[src/rtl/mux_arb_n_if.sv]
// mux_arb_n_if: select controls plus producer and consumer valid/ready handshake bundle
interface mux_arb_n_if #(
  parameter int N = 4,
  parameter int W = 64,
  localparam int SEL_W = $clog2(N)
);
  logic mode;
  logic [SEL_W-1:0] sel;
  logic [N*W-1:0] in_data;
  logic [N-1:0] in_valid;
  logic [N-1:0] in_ready;
  logic [W-1:0] out_data;
  logic [SEL_W-1:0] out_src;
  logic out_valid;
  logic out_ready;
  modport master (
    output mode, sel, in_data, in_valid, out_ready,
    input in_ready, out_data, out_src, out_valid
  );
  modport slave (
    input mode, sel, in_data, in_valid, out_ready,
    output in_ready, out_data, out_src, out_valid
  );
endinterface

[src/rtl/mux_arb_n.sv]
// mux_arb_n: N-input registered mux with direct or round-robin select and valid/ready handshakes
module mux_arb_n #(
  parameter int N = 4,
  parameter int W = 64,
  localparam int SEL_W = $clog2(N)
) (
  input logic clk,
  input logic reset_n,
  mux_arb_n_if.slave bus
);
  logic load, gnt, xfer, valid_q, valid_d;
  logic [SEL_W-1:0] gnt_idx, ptr_q, ptr_d, src_q, src_d;
  logic [W-1:0] gnt_data, data_q, data_d;
  always_comb begin
    gnt = 1'b0;
    gnt_idx = '0;
    if (!bus.mode) begin
      for (int i = 0; i < N; i++)
        if (bus.sel == SEL_W'(i) && bus.in_valid[i]) begin
          gnt = 1'b1;
          gnt_idx = SEL_W'(i);
        end
    end else begin
      for (int i = N - 1; i >= 0; i--)
        if (bus.in_valid[i] && SEL_W'(i) < ptr_q) begin
          gnt = 1'b1;
          gnt_idx = SEL_W'(i);
        end
      for (int i = N - 1; i >= 0; i--)
        if (bus.in_valid[i] && SEL_W'(i) >= ptr_q) begin
          gnt = 1'b1;
          gnt_idx = SEL_W'(i);
        end
    end
  end
  always_comb begin
    gnt_data = '0;
    for (int i = 0; i < N; i++)
      if (gnt_idx == SEL_W'(i)) gnt_data = bus.in_data[i*W +: W];
  end
  assign load = !valid_q || bus.out_ready;
  assign xfer = reset_n && load && gnt;
  always_comb begin
    bus.in_ready = '0;
    for (int i = 0; i < N; i++) bus.in_ready[i] = xfer && gnt_idx == SEL_W'(i);
  end
  always_comb begin
    valid_d = load ? gnt : valid_q;
    data_d = xfer ? gnt_data : data_q;
    src_d = xfer ? gnt_idx : src_q;
    ptr_d = (xfer && bus.mode) ? ((gnt_idx == SEL_W'(N - 1)) ? '0 : gnt_idx + 1'b1) : ptr_q;
  end
  always_ff @(posedge clk or negedge reset_n) begin
    if (!reset_n) begin
      valid_q <= 1'b0;
      data_q <= '0;
      src_q <= '0;
      ptr_q <= '0;
    end else begin
      valid_q <= valid_d;
      data_q <= data_d;
      src_q <= src_d;
      ptr_q <= ptr_d;
    end
  end
  assign bus.out_valid = valid_q;
  assign bus.out_data = data_q;
  assign bus.out_src = src_q;
endmodule

[src/flat_wrapper.sv]
// flat-port wrapper written by rule: the top's interface ports become plain ports
module mux_arb_n_flat 
#(
  parameter int N = 4,
  parameter int W = 64,
  localparam int SEL_W = $clog2(N)
)
  (clk, reset_n, bus_mode, bus_sel, bus_in_data, bus_in_valid, bus_out_ready, bus_in_ready, bus_out_data, bus_out_src, bus_out_valid);
  mux_arb_n_if #(.N(N), .W(W)) bus_i ();
  input logic clk;
  input logic reset_n;
  input wire logic [$bits(bus_i.mode)-1:0] bus_mode;
  input wire logic [$bits(bus_i.sel)-1:0] bus_sel;
  input wire logic [$bits(bus_i.in_data)-1:0] bus_in_data;
  input wire logic [$bits(bus_i.in_valid)-1:0] bus_in_valid;
  input wire logic [$bits(bus_i.out_ready)-1:0] bus_out_ready;
  output wire logic [$bits(bus_i.in_ready)-1:0] bus_in_ready;
  output wire logic [$bits(bus_i.out_data)-1:0] bus_out_data;
  output wire logic [$bits(bus_i.out_src)-1:0] bus_out_src;
  output wire logic [$bits(bus_i.out_valid)-1:0] bus_out_valid;
  assign bus_i.mode = bus_mode;
  assign bus_i.sel = bus_sel;
  assign bus_i.in_data = bus_in_data;
  assign bus_i.in_valid = bus_in_valid;
  assign bus_i.out_ready = bus_out_ready;
  assign bus_in_ready = bus_i.in_ready;
  assign bus_out_data = bus_i.out_data;
  assign bus_out_src = bus_i.out_src;
  assign bus_out_valid = bus_i.out_valid;
  mux_arb_n #(.N(N), .W(W)) u_core (.clk(clk), .reset_n(reset_n), .bus(bus_i));
endmodule
[config.mk]
export PLATFORM = sky130hd
export DESIGN_NAME = mux_arb_n_flat
export DESIGN_NICKNAME = d
export VERILOG_FILES = /design/src/rtl/mux_arb_n_if.sv /design/src/rtl/mux_arb_n.sv /design/src/flat_wrapper.sv
export SDC_FILE = /design/constraint.sdc
export NUM_CORES = 1
export LEC_CHECK = 0
export ABC_AREA = 1
export CAP_MARGIN = 20
export CORE_AREA = 3 3 131 133
export CTS_BUF_LIST = sky130_fd_sc_hd__clkbuf_16
export DETAILED_ROUTE_END_ITERATION = 8
export DIE_AREA = 0 0 134 136
export GPL_TIMING_DRIVEN = 1
export PLACE_DENSITY = 0.74
export SETUP_SLACK_MARGIN = 0.4
export SYNTH_ARGS = -nofsm -noshare
export SYNTH_HDL_FRONTEND = slang
export SYNTH_SLANG_ARGS = --single-unit
[constraint.sdc]
create_clock -name clk -period 2.3 [get_ports clk]
set_input_delay 0.46 -clock clk [delete_from_list [all_inputs] [get_ports clk]]
set_output_delay 0.46 -clock clk [all_outputs]
set_load 0.02 [all_outputs]
==> metrics <==
largest fanout on the critical path 17; Remaining Overflow, GRT 0; number of synthesized register bits 69; count of warnings emitted by yosys 0; global placement routability congestion 0.846; leak pwr 4.32 nW; setup repair after global routing missed its margin yes; number of endpoints failing setup at the final stage 17; type of the worst min-delay path input port to asynchronous set/reset pin; most frequently used flop master after synthesis dfrtp_1; layout overhead on the synthesized area 100%; largest buffer count on any clock path 2; Die Y-Extent 136 um; area inside the core boundary 15,900 sq um; clock slew at the register clock pins of the worst setup and hold paths 60 ps; commonest non-fill, non-tap cells in the layout nand2_1, clkdlybuf4s50_1, o21ai_1; number of antenna violations at the first check in global routing 0; cells along the critical path dlygate4sd2_1, inv_2, nand2_1, nor2_2, inv_1, nand2_4, inv_4, ha_4, buf_6, buf_4, bufbuf_16, a21oi_1, nand2_1, o21ai_2, o21ai_1, nand2_1, nand2_1; data required time at the worst endpoint 2520 ps; router iterations before antenna repair 5; cell at the slowest stage of the critical path dlygate4sd2_1; worst setup path category input port to flip-flop; result of the run finished, violations left; count of vias placed by the detailed router 6,426; fin crit share 1.02; endpoint class of the critical path flip-flop; most used cell along the critical path nand2_1; nature of the critical path startpoint input port; shortest period the worst path allows 2340 ps; cell taking the most area after synthesis dfrtp_1; unique cell type count in the Yosys netlist 20; layout cells sized above 1 0.129; number of hold-slack violations in the final timing report 0; portion of the post-synthesis area used by sequential elements 0.360; antenna violation net count after detailed routing 0; number of global-route vias before repair 6,046; CTS H-tree depth 3; cell at the root of the clock tree clkbuf_16; number of standard cells in the layout, taps in and fillers out 1,363; sequential cell area 1730 sq um; arrival time of data at the critical path endpoint 2560 ps; Post-synth EDFFs 0; Total Wirelength 22,400 um; first-pass GRT wire length 32,600 um; met2 Track Usage GR 0.388; number of port buffers 336; measured slew at the worst slew-check pin 874 ps; clock insertion delay at the later pin of the skew report 330 ps; global-route track usage on met3 0.0507; total instance count after detailed placement 1,317; Cell Rows 46; Synth Instances 782; worst slew slack as a fraction of its limit 0.417; vias per cell 4.71; nets 1,413; area fraction of the dominant cell type after synthesis 0.360; CTS tree done; Post-CTS Hold Fix Bufs 0; cell area power density 763 nW/um^2; die width 134 um; ys async rst share 1.00; most heavily used metal layer in global routing met2; Multi-input gate area 2950 sq um; number of violations reported at the end of detailed-routing iteration 0 404; met1 usage in global routing 0.280; maximum number of pins on one net before global-route repair 68; post-layout total power 7.33 mW; final clock skew 7.43 ps; mean routed wirelength per cell 16.4 um; number of filler instances in the final layout 1,442; worst setup slack after layout -38.1 ps; GRT Util Overall 0.227; DRC violations left 0; most frequent standard cell in the layout excluding fill and tap cells nand2_1; crit-path max cell delay 310 ps; top-level I/O count 337; Max-cap violations 0; Detail Placement HPWL 15,700 um; total inserted antenna cells 0; effective utilization at floorplan 0.301; maximum clock frequency 0.428 GHz; ranking of synthesized cells by area dfrtp_1, nand2_1, o21ai_0, a21oi_1, o21ai_1; Final Slew Violations 0; number of buffers created by CTS 9; post-synth net total 1,052; Mapped Avg Cell Area 6.14 sq um; violated checks negative setup slack; maximum vdd drop 0.355 mV; Syn Std Cell Area 4800 sq um; DIE AREA 18,200 sq um; CTS sink cnt 69
layout make-up:
type / count / area share
sequential: 69 / 0.180
timing repair buffer: 405 / 0.448
inverter: 20 / 0.0107
tap: 216 / 0.0281
multi-input combinational: 638 / 0.307
clock inverter: 6 / 0.00234
clock buffer: 9 / 0.0234
power by group:
| group | internal [mW] | switching, mW |
|---|---|---|
| Clock | 0.700 | 0.497 |
| Sequential | 1.62 | 0.227 |
| Combinational | 2.11 | 2.17 |
| Total | 4.43 | 2.89 |
metal layers:
| metal | share of wire | vias up |
|---|---|---|
| met4 | 0.027 | 0 |
| met1 | 0.41 | 2944 |
| met2 | 0.50 | 219 |
| met3 | 0.066 | 33 |
| li1 | - | 3230 |
| met5 | 0 | - |
metrics by stage:
step,area (sq um),setup slack (ps),utilization,TNS (ps),hold WS (ps)
after floorplan,4970,289,-,0,164
after global placement,8650,-713,0.543,-43440,381
after detailed placement,8650,-729,0.543,-44950,381
after CTS,9360,22.5,0.587,0,13.1
after global routing,9610,-159,0.603,-7770,17.7
final,9610,-38.1,0.603,-183,36.2
synth_stat cells (2+ instances only):
cell and n:
buf_1 2, clkbuf_1 22, inv_1 16, buf_6 6, nand2_1 412, buf_2 23, nor2_1 10, buf_4 2
dfrtp_1 69, ha_1 4, nand2_2 3, inv_2 4, a21oi_1 66, o21ai_0 94, nand3_1 9, o21ai_1 36
timing repair:
item	CTS	global route
resized for setup	115	38
endpoints found under the setup margin	71	71
setup buffers	15	7
cloned	6	3
pin swaps	37	49
worst paths after layout:
| check | from | end | slack (ps) | cells after the start |
|---|---|---|---|---|
| max | bus_mode | u_core.bus.out_data[19]$_DFFE_PN0P_ | -40 | 17 |
| min | reset_n | u_core.bus.out_data[28]$_DFFE_PN0P_ | 40 | 2 |
| max reg2reg | u_core.ptr_q[1]$_DFFE_PN0P_ | u_core.bus.out_data[19]$_DFFE_PN0P_ | -20 | 16 |
| min reg2reg | u_core.bus.out_data[15]$_DFFE_PN0P_ | u_core.bus.out_data[15]$_DFFE_PN0P_ | 470 | 2 |
| max in group asynchronous | reset_n | u_core.ptr_q[1]$_DFFE_PN0P_ | 1170 | 3 |
| min in group clk | u_core.bus.out_data[15]$_DFFE_PN0P_ | u_core.bus.out_data[15]$_DFFE_PN0P_ | 470 | 2 |
cells by family after synthesis:
family | Yosys count | synth area share
flip-flops | 69 | 0.360
adder cells (fa/ha/maj) | 4 | 0.0104
AO/OA/AOI/OAI | 196 | 0.204
buffers and inverters | 75 | 0.0756
AND/OR/NAND/NOR | 438 | 0.350
flip-flops by register name, summed over array words and instances, names as in the netlist:
name and count:
u_core.bus.out_data 64, u_core.bus.out_valid 1, u_core.ptr_q 2, u_core.bus.out_src 2
critical path: cells and delay by family:
kind / cells / cell delay [ps]
buf+inv: 7 / 1130
simple gates: 6 / 500
fa+ha+maj: 1 / 170
compound gates: 3 / 290
(Power assumes the default switching activity.)
